==> src/rtl/beep_sequencer.sv <==
// Turns key/alarm event pulses into an enveloped square-wave tone on the buzzer pin.
// All outputs are registered; requests sampled at edge N take effect in the cycle after edge N.
module beep_sequencer #(
  parameter int TONE_HALF  = 6000,
  parameter int KEY_LEN    = 1_200_000,
  parameter int BEEP_LEN   = 4_800_000,
  parameter int GAP_LEN    = 2_400_000,
  parameter int ALARM_REPS = 3
) (
  input  logic clk,
  input  logic rst,
  input  logic key_req,
  input  logic alarm_req,
  input  logic alarm_stop,
  input  logic enable,
  output logic buzzer,
  output logic busy,
  output logic done
);

  localparam int DMAX0  = (KEY_LEN > BEEP_LEN) ? KEY_LEN : BEEP_LEN;
  localparam int DMAX   = (DMAX0 > GAP_LEN) ? DMAX0 : GAP_LEN;
  localparam int DUR_W  = ($clog2(DMAX + 1) > 23) ? $clog2(DMAX + 1) : 23;
  localparam int TONE_W = (TONE_HALF > 1) ? $clog2(TONE_HALF) : 1;

  localparam logic [DUR_W-1:0]  KEY_LAST  = DUR_W'(KEY_LEN - 1);
  localparam logic [DUR_W-1:0]  BEEP_LAST = DUR_W'(BEEP_LEN - 1);
  localparam logic [DUR_W-1:0]  GAP_LAST  = DUR_W'(GAP_LEN - 1);
  localparam logic [TONE_W-1:0] TONE_LAST = TONE_W'(TONE_HALF - 1);
  localparam logic [3:0]        REPS      = 4'(ALARM_REPS);

  typedef enum logic [1:0] {IDLE, KEY, ATONE, AGAP} state_t;

  state_t            state, state_nxt;
  logic [DUR_W-1:0]  dur_cnt, dur_nxt;
  logic [TONE_W-1:0] tone_cnt, tone_nxt;
  logic              phase, phase_nxt;
  logic [3:0]        rep_cnt, rep_nxt;
  logic              done_nxt;
  logic              buzzer_nxt;
  logic              start_tone;

  always_ff @(posedge clk or posedge rst) begin
    if (rst) begin
      state    <= IDLE;
      dur_cnt  <= '0;
      tone_cnt <= '0;
      phase    <= 1'b0;
      rep_cnt  <= '0;
      buzzer   <= 1'b0;
      busy     <= 1'b0;
      done     <= 1'b0;
    end else begin
      state    <= state_nxt;
      dur_cnt  <= dur_nxt;
      tone_cnt <= tone_nxt;
      phase    <= phase_nxt;
      rep_cnt  <= rep_nxt;
      buzzer   <= buzzer_nxt;
      busy     <= (state_nxt != IDLE);
      done     <= done_nxt;
    end
  end

  always_comb begin
    state_nxt  = state;
    dur_nxt    = dur_cnt + 1'b1;
    rep_nxt    = rep_cnt;
    done_nxt   = 1'b0;
    start_tone = 1'b0;
    if (tone_cnt == TONE_LAST) begin
      tone_nxt  = '0;
      phase_nxt = ~phase;
    end else begin
      tone_nxt  = tone_cnt + 1'b1;
      phase_nxt = phase;
    end

    case (state)
      IDLE: begin
        if (alarm_req && !alarm_stop) begin
          state_nxt  = ATONE;
          rep_nxt    = 4'd1;
          start_tone = 1'b1;
        end else if (key_req) begin
          state_nxt  = KEY;
          start_tone = 1'b1;
        end
      end
      KEY: begin
        if (alarm_req) begin
          state_nxt  = ATONE;
          rep_nxt    = 4'd1;
          start_tone = 1'b1;
        end else if (key_req) begin
          dur_nxt = '0;  // retrigger extends the click; tone phase keeps running
        end else if (dur_cnt == KEY_LAST) begin
          state_nxt = IDLE;
        end
      end
      ATONE: begin
        if (alarm_stop) begin
          state_nxt = IDLE;
        end else if (dur_cnt == BEEP_LAST) begin
          dur_nxt = '0;
          if (rep_cnt == REPS) begin
            state_nxt = IDLE;
            done_nxt  = 1'b1;
          end else begin
            state_nxt = AGAP;
          end
        end
      end
      AGAP: begin
        if (alarm_stop) begin
          state_nxt = IDLE;
        end else if (dur_cnt == GAP_LAST) begin
          state_nxt  = ATONE;
          rep_nxt    = rep_cnt + 1'b1;
          start_tone = 1'b1;
        end
      end
      default: state_nxt = IDLE;
    endcase

    if (start_tone) begin
      dur_nxt   = '0;
      tone_nxt  = '0;
      phase_nxt = 1'b1;
    end
    if (state_nxt == IDLE) begin
      dur_nxt   = '0;
      tone_nxt  = '0;
      phase_nxt = 1'b0;
      rep_nxt   = '0;
    end

    buzzer_nxt = ((state_nxt == KEY) || (state_nxt == ATONE)) && phase_nxt && enable;
  end

endmodule

==> config.mk <==
export PLATFORM = sky130hd
export DESIGN_NAME = beep_sequencer
export DESIGN_NICKNAME = d
export VERILOG_FILES = /design/src/rtl/beep_sequencer.sv
export SDC_FILE = /design/constraint.sdc
export NUM_CORES = 1
export LEC_CHECK = 0
export CAP_MARGIN = 30
export CELL_PAD_IN_SITES_DETAIL_PLACEMENT = 0
export CELL_PAD_IN_SITES_GLOBAL_PLACEMENT = 2
export CORE_AREA = 4 4 92 94
export CTS_CLUSTER_SIZE = 24
export DETAILED_ROUTE_END_ITERATION = 7
export DIE_AREA = 0 0 96 98
export GPL_TIMING_DRIVEN = 0
export PLACE_DENSITY_LB_ADDON = 0.1
export SLEW_MARGIN = 20
export SYNTH_ARGS = -nofsm -noshare
export SYNTH_HDL_FRONTEND = slang
export SYNTH_SLANG_ARGS = --single-unit
==> constraint.sdc <==
create_clock -name clk -period 3 [get_ports clk]
set_clock_uncertainty 0.1 [all_clocks]
set_input_delay 0.6 -clock clk [delete_from_list [all_inputs] [get_ports clk]]
set_output_delay 0.6 -clock clk [all_outputs]
set_load 0.01 [all_outputs]
== Word level (Yosys, flattened, before mapping) ==
Index checks and enable logic that the tools add are counted.

* Reductions and logical operators: 10
* Multiplexer cells: 40
* Equality and inequality tests: 14
* Bitwise logic cells: 1
* Add/sub/neg operators: 3

{| class="wikitable"
|+ Operator list
! kind !! count
|-
| 23-bit 2-to-1 mux || 6
|-
| 23-bit one-hot mux with 2 select lines || 1
|-
| 13-bit 2-to-1 mux || 3
|-
| 23-bit by 1-bit adder with 23-bit output (second input constant) || 1
|-
| 23-bit by 21-bit equality test with 1-bit output (second input constant) || 1
|-
| 23-bit by 22-bit equality test with 1-bit output (second input constant) || 1
|-
| 23-bit equality test (second input constant) || 1
|-
| 2-bit 2-to-1 mux || 10
|-
| 4-bit 2-to-1 mux || 5
|-
| 13-bit by 1-bit adder with 13-bit output (second input constant) || 1
|-
| 13-bit equality test (second input constant) || 1
|-
| 1-bit 2-to-1 mux || 12
|-
| 3-bit inequality test (second input constant) || 4
|-
| 4-bit one-hot mux with 3 select lines || 1
|-
| 2-bit one-hot mux with 4 select lines || 1
|-
| 2-bit equality test (second input constant) || 3
|-
| 5-bit AND reduction || 1
|-
| 4-bit by 1-bit adder with 4-bit output (second input constant) || 1
|-
| 2-bit by 1-bit equality test with 1-bit output (second input constant) || 2
|-
| 4-bit by 2-bit equality test with 1-bit output (second input constant) || 1
|-
| 2-bit zero test || 2
|-
| 4-bit nonzero test || 1
|-
| 1-bit logical AND || 3
|-
| 1-bit one-hot mux with 3 select lines || 1
|-
| other kinds (4) || 4
|}

* Output and inout bits: 3
* Logic and storage cells: 76
* Flip-flop bits (word level): 46
* Input port bits: 6

== Logic depth before layout (Yosys ltp) ==
Gate-level depths: netlist (run 1).

* Word-level depth: 9
* Gate-level depth with buffers: 12

== Worst setup path after synthesis (run 1) ==
OpenSTA, ideal clock, no wires.

* Kind: register to register
* Start: register dur_cnt[0]
* End: register rep_cnt[3]
* Path slack: 0.038 ns
* Arrival time: 2.725 ns
* Stages on the path, launching flop included: 13
* Cell sequence: dfrtp_1 > ha_1 > and4_4 > and2_2 > clkbuf_4 > a41oi_1 > or4_1 > nand3_1 > ha_1 > clkinv_1 > and3_1 > o21ai_0 > o21ai_0

* Word-level cells in the longest chain between the ends: 8
* Elaborated cells on any way between the ends: 19
* Classes of those cells: eq/ne (7); mux (9); reduce/logical (3)

{| class="wikitable"
|+ RTL lines
! what !! RTL line !! source
|-
| start: declaration || 35 || <nowiki>logic [DUR_W-1:0] dur_cnt, dur_nxt;</nowiki>
|-
| start signal: assignment || 55 || <nowiki>dur_cnt <= dur_nxt;</nowiki>
|-
| 23-bit by 21-bit equality test with 1-bit output || 97 || <nowiki>end else if (dur_cnt == KEY_LAST) begin</nowiki>
|-
| 2-bit 2-to-1 mux || 97 ||
|-
| 2-bit 2-to-1 mux || 95 || <nowiki>end else if (key_req) begin</nowiki>
|-
| 2-bit 2-to-1 mux || 91 || <nowiki>if (alarm_req) begin</nowiki>
|-
| 2-bit one-hot mux with 4 select lines || 79 || <nowiki>case (state)</nowiki>
|-
| 2-bit zero test || 131 || <nowiki>if (state_nxt == IDLE) begin</nowiki>
|-
| 3-bit inequality test (no line) or 4-bit nonzero test (tied branches) || -- ||
|-
| 5-bit AND reduction (no line) || -- ||
|-
| end signal: assignment || 58 || <nowiki>rep_cnt <= rep_nxt;</nowiki>
|-
| end: declaration || 38 || <nowiki>logic [3:0] rep_cnt, rep_nxt;</nowiki>
|}

Parallel ways exist; a longest one is shown, timed or not.
A chain may end at the register's enable or synchronous reset.

== Worst setup path in the final report (run 1) ==
* Start: input port key_req
* End: register rep_cnt[3]

* Word-level cells in the longest chain between the ends: 6
* Elaborated cells on any way between the ends: 13
* Classes of those cells: eq/ne (4); mux (6); reduce/logical (3)

{| class="wikitable"
|+ RTL lines
! what !! RTL line !! source
|-
| start: declaration || 12 || <nowiki>input logic key_req,</nowiki>
|-
| 2-bit 2-to-1 mux, on equally long branches || 95, 85 ||
|-
| 2-bit 2-to-1 mux, on equally long branches || 91, 81 ||
|-
| 2-bit one-hot mux with 4 select lines (*) || 79 ||
|-
| 2-bit zero test (*) || 131 ||
|-
| 3-bit inequality test (no line) or 4-bit nonzero test (tied branches) || -- ||
|-
| 5-bit AND reduction (no line) || -- ||
|}

Every way passes the cells marked *; elsewhere a longest branch is shown, timed or not.

==> results of run 1 <==
[through the flow]
step | hold slack [ns] | setup slack [ns]
after floorplan | 0.325 | 0.0380
after global placement | 0.349 | -0.772
after detailed placement | 0.350 | -0.737
after CTS | 0.364 | 0.00852
after global routing | 0.371 | -0.00695
final | 0.356 | 0.155
[sequential cells by signal (all words and copies together) (netlist names)]
| name | flops |
|---|---|
| busy | 1 |
| buzzer | 1 |
| done | 1 |
| dur_cnt | 23 |
| phase | 1 |
| rep_cnt | 4 |
| state | 2 |
| tone_cnt | 13 |
[per-layer routing]
layer	GRT usage, %	vias up
li1	-	1046
met1	21.0	988
met2	23.6	8
met3	2.39	4
met4	3.28	0
met5	0	-
[layout by cell type (no fill, tap or decap), types with 4 or more instances in the layout]
| master | instances |
|---|---|
| clkbuf_8 | 6 |
| and3_1 | 13 |
| and2_1 | 4 |
| xor2_1 | 17 |
| nand2b_1 | 4 |
| nor3_1 | 32 |
| and4_1 | 4 |
| dfrtp_1 | 43 |
| nand4_1 | 14 |
| buf_4 | 4 |
| nor2_1 | 24 |
| xnor2_1 | 16 |
| o21ai_0 | 5 |
| clkdlybuf4s50_1 | 7 |
| ha_1 | 6 |
| inv_1 | 5 |
| nand2_1 | 11 |
| clkbuf_1 | 4 |
| nand3_1 | 15 |
[cell type report]
class / count / area, um^2
Fill cell: 779 / 4540
Multi-Input combinational cell: 213 / 1520
Sequential cell: 46 / 1150
Timing Repair Buffer: 13 / 129
Tap cell: 102 / 128
Clock buffer: 7 / 86.3
Buffer: 9 / 56.3
Inverter: 7 / 28.8
Clock inverter: 1 / 8.76
[worst min path at each step]
| stage | start | endpoint |
|---|---|---|
| after floorplan | tone_cnt[0] | tone_cnt[0] |
| after global placement | tone_cnt[0] | tone_cnt[0] |
| after detailed placement | tone_cnt[0] | tone_cnt[0] |
| after CTS | tone_cnt[0] | tone_cnt[0] |
| after global routing | tone_cnt[0] | tone_cnt[0] |
| final | tone_cnt[0] | tone_cnt[0] |
[power by group]
group | internal, mW | switching [mW]
combinational | 0.325 | 0.538
clock | 0.191 | 0.226
sequential | 0.679 | 0.0492
total | 1.19 | 0.813
[timing repair]
action	CTS	global route
endpoints found under the setup margin	38	31
resized for setup	5	11
setup buffers	1	3
pin swaps	2	3
hold buffers	0	0
[logic make-up (layout without fill, tap and decap cells)]
family,count (synthesis),after routing,share of synthesized area (%)
and+or+nand+nor,147,147,32.7
adders and majority gates,9,9,4.17
xor gates and xnor gates,33,33,10.7
DFF,46,46,42.6
AOI/OAI and AO/OA,24,24,6.76
buffers and inverters,16,37,3.06
[worst max-delay path: cells and delay by family]
kind            cells  cell delay [ns]
fa+ha+maj           1             0.21
buf+inv             2             0.61
simple gates        4             1.10
compound gates      3             0.38
==> reports/metrics.cfg, run 1 <==
[final_layout]
drive_above_1_share_pct = 13.9
fin_nets = 310
num_antenna_cells = 0
final_area_mm2 = 0.00311
layoutNonFillerInstCount = 398
fin_util_pct = 40.7
syn_to_final_growth_pct = 15.1

[worst_setup_path]
timing.rr.start = dur_cnt[14]
cp_common_cell = o21ai_0
cp.arrival_ns = 2.91
endpoint = rep_cnt[3]
path_class = primary input to flip-flop
end_kind = flip-flop
ff2ff_path_depth = 10
startpoint_type = primary input
max_stage_delay_ns = 0.55
cp.required_ns = 3.07
crit_fanout = 7
critical_path.startpoint = key_req
slowest_stage = or4_4
rr_endpoint = rep_cnt[3]
crit_chain = clkdlybuf4s50_1 > nor4_4 > a41oi_1 > or4_4 > nand3_2 > ha_4 > inv_4 > and3_1 > o21ai_0 > o21ai_0
r2r_setup_slack_ns = 0.17

[drt]
ant_nets = 0
drc = 0
via_per_inst = 5.14
met3_length_um = 88
routed.top_layer = met4
dr_wl_met2_mm = 3.05
wl_per_cell_um = 16.1
drt_iter0_markers = 79
met1_length_mm = 3.21
via_count = 2046
dr.pass1.iters = 4
drt_wl_total_mm = 6.40

[global_route]
track_usage_pct = 14.8
grt_pass1_wl_mm = 11.0
grt_pass1_vias = 2084
antenna_found_initial = 0
overflow = 0
grt_max_degree = 25

[yosys]
async_flop_share_pct = 100
synth_cell_type_count = 52
synth_edf_count = 0
synthesis.area_mm2 = 0.00270
yosysTopAreaCellShare_pct = 42.6
yosys.area.top_type = dfrtp_1
synth_fp_nets = 290
synth_area_leaders = dfrtp_1 43%, nor3_1 5.9%, xor2_1 5.5%
yosys_warnings = 0
yosysSeqAreaShare_pct = 42.6
avgSynthCellArea_um2 = 9.82
ys_ff_latch = 46
synth.most_common_cell = dfrtp_1
synth_flop_cell = dfrtp_1
synthCells = 275
synth_common_cells = 46 x dfrtp_1, 32 x nor3_1, 24 x nor2_1

[clocking]
cts_tree = done
clock-sinks = 46
clock_latency_ns = 0.30
cts_buffers = 5
htreeDepth = 2
path_clk_slew_ns = 0.09
clockBufferDepth = 2
clock-root-buffer = clkbuf_8

[sta]
finalSetupViolCount = 0
tightest_slew_ns = 0.551
rsz0062_at_grt = yes
layout_min_cycle_time_ns = 2.84
max_freq_mhz = 352
fin_crit_sh_pct = 94.8
hold_viol_final = 0
tns_ns = 0
slew_viol_final = 0
slew_headroom_pct = 63.0

[power_and_ir_drop]
power_density_mw_per_mm2 = 646
vdd_drop_max_mv = 0.261
static-leakage-power_nw = 1.24
finalPower_mw = 2.01

[run_status]
outcome = finished clean

[place]
place_congestion = 0.719
place.detailed.hpwl_mm = 4.75
placed_area_mm2 = 0.00293
dp.cells = 386
port_buffers = 8

[min_path]
hold_class = flip-flop to flip-flop
hold_depth = 1

[die]
die_y_um = 98
fp.coreArea_mm2 = 0.00765
die_w_um = 96
dieArea_mm2 = 0.00941
rows = 32
start_util_pct = 35.3
io_pins = 9

[run]
drv_cap = 0

Power figures use the tool's default switching activity.
==> inputs of run 2 (changes only) <==
--- a/config.mk
+++ b/config.mk
@@ -5,6 +5,7 @@
 export SDC_FILE = /design/constraint.sdc
 export NUM_CORES = 1
 export LEC_CHECK = 0
+export ABC_CLOCK_PERIOD_IN_PS = 3000
 export CAP_MARGIN = 30
 export CELL_PAD_IN_SITES_DETAIL_PLACEMENT = 0
 export CELL_PAD_IN_SITES_GLOBAL_PLACEMENT = 2
==> results of run 2 <==
No change in the layout: final DEF, timing and power equal those of run 1.
==> inputs of run 3 (changes only) <==
--- a/config.mk
+++ b/config.mk
@@ -15,6 +15,7 @@
 export DIE_AREA = 0 0 96 98
 export GPL_TIMING_DRIVEN = 0
 export PLACE_DENSITY_LB_ADDON = 0.1
+export SETUP_SLACK_MARGIN = 0.4
 export SLEW_MARGIN = 20
 export SYNTH_ARGS = -nofsm -noshare
 export SYNTH_HDL_FRONTEND = slang
==> run 3 against run 2 <==
Sequential share of layout area shrank 4.5 points; largest cell class unchanged; clock power grew 16%; sequential power shrank 1%; core utilization grew 5.7 points; clock-buffer cell count shrank 2; critical endpoint is now dur_cnt[15]; hold slack gained 0.0027 ns; setup slack gained 0.20 ns; wire length grew 5.8%.
==> reports/metrics.cfg, run 3 (synthesis results as in run 1) <==
[run_status]
outcome = finished clean

[power_and_ir_drop]
power_density_mw_per_mm2 = 707  ; +9.4%
static-leakage-power_nw = 1.42  ; +14%
vdd_drop_max_mv = 0.282  ; +8.1%

[clocking]
htreeDepth = 2  ; unchanged
clock-sinks = 46  ; unchanged
cts_tree = done
clock-root-buffer = clkbuf_8
cts_buffers = 5  ; unchanged
path_clk_slew_ns = 0.09  ; about the same
hold_buffers = 0  ; unchanged
clock_latency_ns = 0.30  ; about the same
clockBufferDepth = 2  ; unchanged

[worst_setup_path]
timing.rr.start = dur_cnt[18]
cp.required_ns = 3.09  ; +0.02 ns
cp.arrival_ns = 2.74  ; -0.17 ns
critical_path.startpoint = dur_cnt[18]
end_kind = flip-flop
startpoint_type = flip-flop
r2r_setup_slack_ns = 0.35  ; +0.18 ns
rr_endpoint = dur_cnt[15]
path_class = flip-flop to flip-flop
crit_fanout = 7  ; unchanged
ff2ff_path_depth = 11  ; +1

[die]
rows = 32  ; unchanged
dieArea_mm2 = 0.00941  ; unchanged
start_util_pct = 35.3  ; unchanged
die_y_um = 98  ; unchanged
die_w_um = 96  ; unchanged
io_pins = 9  ; unchanged
fp.coreArea_mm2 = 0.00765  ; unchanged

[drt]
drt_iter0_markers = 83  ; +5.1%
via_count = 2208  ; +7.9%
drc = 0  ; unchanged
ant_nets = 0  ; unchanged
drt_wl_total_mm = 6.77  ; +5.8%
dr.pass1.iters = 4  ; unchanged
via_per_inst = 5.24  ; +2.0%
wl_per_cell_um = 16.1  ; about the same

[global_route]
track_usage_pct = 14.9  ; +0.079 points
overflow = 0  ; unchanged
grt_max_degree = 33  ; +32%
antenna_found_initial = 0  ; unchanged
grt_pass1_vias = 2124  ; +1.9%
grt_pass1_wl_mm = 11.0  ; +0.18%

[sta]
slew_viol_final = 0  ; unchanged
rsz0062_at_grt = yes
finalSetupViolCount = 0  ; unchanged
max_freq_mhz = 378  ; +7.5%
tightest_slew_ns = 0.515  ; -0.0360 ns
slew_headroom_pct = 65.4  ; +2.4 points
tns_ns = 0  ; unchanged
layout_min_cycle_time_ns = 2.65  ; -0.199 ns
fin_ws_ns = 0.354  ; +0.199 ns
hold_viol_final = 0  ; unchanged
fin_crit_sh_pct = 88.2  ; -6.6 points

[min_path]
hold_depth = 1  ; unchanged
min_from = tone_cnt[0]
hold_path_end = tone_cnt[0]
hold_class = flip-flop to flip-flop

[final_layout]
fin_util_pct = 46.3  ; +5.7 points
num_antenna_cells = 0  ; unchanged
syn_to_final_growth_pct = 31.2
seqCellArea_mm2 = 0.00116  ; +0.22%
final_common_cell = dfrtp_1
final_area_mm2 = 0.00354  ; +14%
fin_nets = 333  ; +7.4%
top_register = dur_cnt
multi_input_area_mm2 = 0.00170  ; +12%
top_regs = dur_cnt x23, tone_cnt x13, rep_cnt x4
largest_reg_flops = 23  ; unchanged
layout_common_cells = 41 x dfrtp_1, 23 x nor2_1, 23 x buf_4
fillers = 757  ; -2.8%
drive_above_1_share_pct = 28.8  ; +15 points

[place]
place.detailed.hpwl_mm = 4.58  ; -3.5%
place_congestion = 0.802  ; +12%
placed_area_mm2 = 0.00296  ; +1.1%
place_ws_ns = -0.377  ; +0.361 ns
port_buffers = 8  ; unchanged

[run]
drv_cap = 0  ; unchanged

==> run 3: changes by cell type in the layout (fill, tap and decap cells not counted), moves of 3 or more <==
cell,change
buf_8,+4
nor3_2,+8
nor3_4,+7
buf_4,+19
nor3_1,-15
clkbuf_1,-3
==> run 3: what timing repair did <==
action / CTS / global route
resized for setup: 20 / 42
buffers inserted: 16 / 10
pin swaps: 7 / 17
cloned: 0 / 1
endpoints found under the setup margin: 43 / 39
==> run 3: report_power, final <==
group	total, mW	leakage (nW)	switching, mW	internal, mW
sequential	0.720	0.626	0.0410	0.679
clock	0.483	0.0585	0.232	0.250
combinational	1.30	0.732	0.745	0.556
total	2.50	1.42	1.02	1.49
==> run 3: cell type report <==
type,count,share of cell area [%]
Sequential cell,46,32.7
Tap cell,102,3.60
Clock buffer,5,1.94
Inverter,7,0.883
Multi-Input combinational cell,213,47.8
Timing Repair Buffer,36,9.29
Buffer,9,2.54
Clock inverter,3,1.24
==> run 3: metrics by stage <==
step / power [mW] / hold WS (ns) / std cells
floorplan: 1.35 / 0.325 / 275
global route: 2.67 / 0.399 / 421
global placement: 1.60 / 0.348 / 385
CTS: 2.27 / 0.369 / 410
finish: 2.50 / 0.358 / 421
detailed placement: 1.59 / 0.355 / 386
==> run 3: critical path: stages, from the launching register on <==
cell	delay (ns)
dfrtp_1	0.40
buf_8	0.13
or3_4	0.38
nor4b_4	0.21
a31oi_1	0.12
or4_4	0.46
nand3_4	0.11
ha_4	0.17
clkinv_4	0.08
nand3_4	0.14
clkbuf_16	0.18
nor3_1	0.05
==> run 3: worst max path at each step <==
stage                              to  cells past startpoint
after floorplan            rep_cnt[3]                     12
after global placement     rep_cnt[3]                     10
after detailed placement   dur_cnt[1]                     10
after CTS                  rep_cnt[3]                     10
after global routing      dur_cnt[15]                     11
final                     dur_cnt[15]                     11
==> run 3: routing by layer <==
| metal | vias to the layer above | GRT usage [%] | part of all wire [%] |
|---|---|---|---|
| met4 | 0 | 4.60 | 1.7 |
| li1 | 1086 | - | - |
| met3 | 9 | 2.47 | 2.6 |
| met2 | 27 | 21.8 | 45 |
| met5 | - | 0 | 0 |
| met1 | 1086 | 22.3 | 51 |
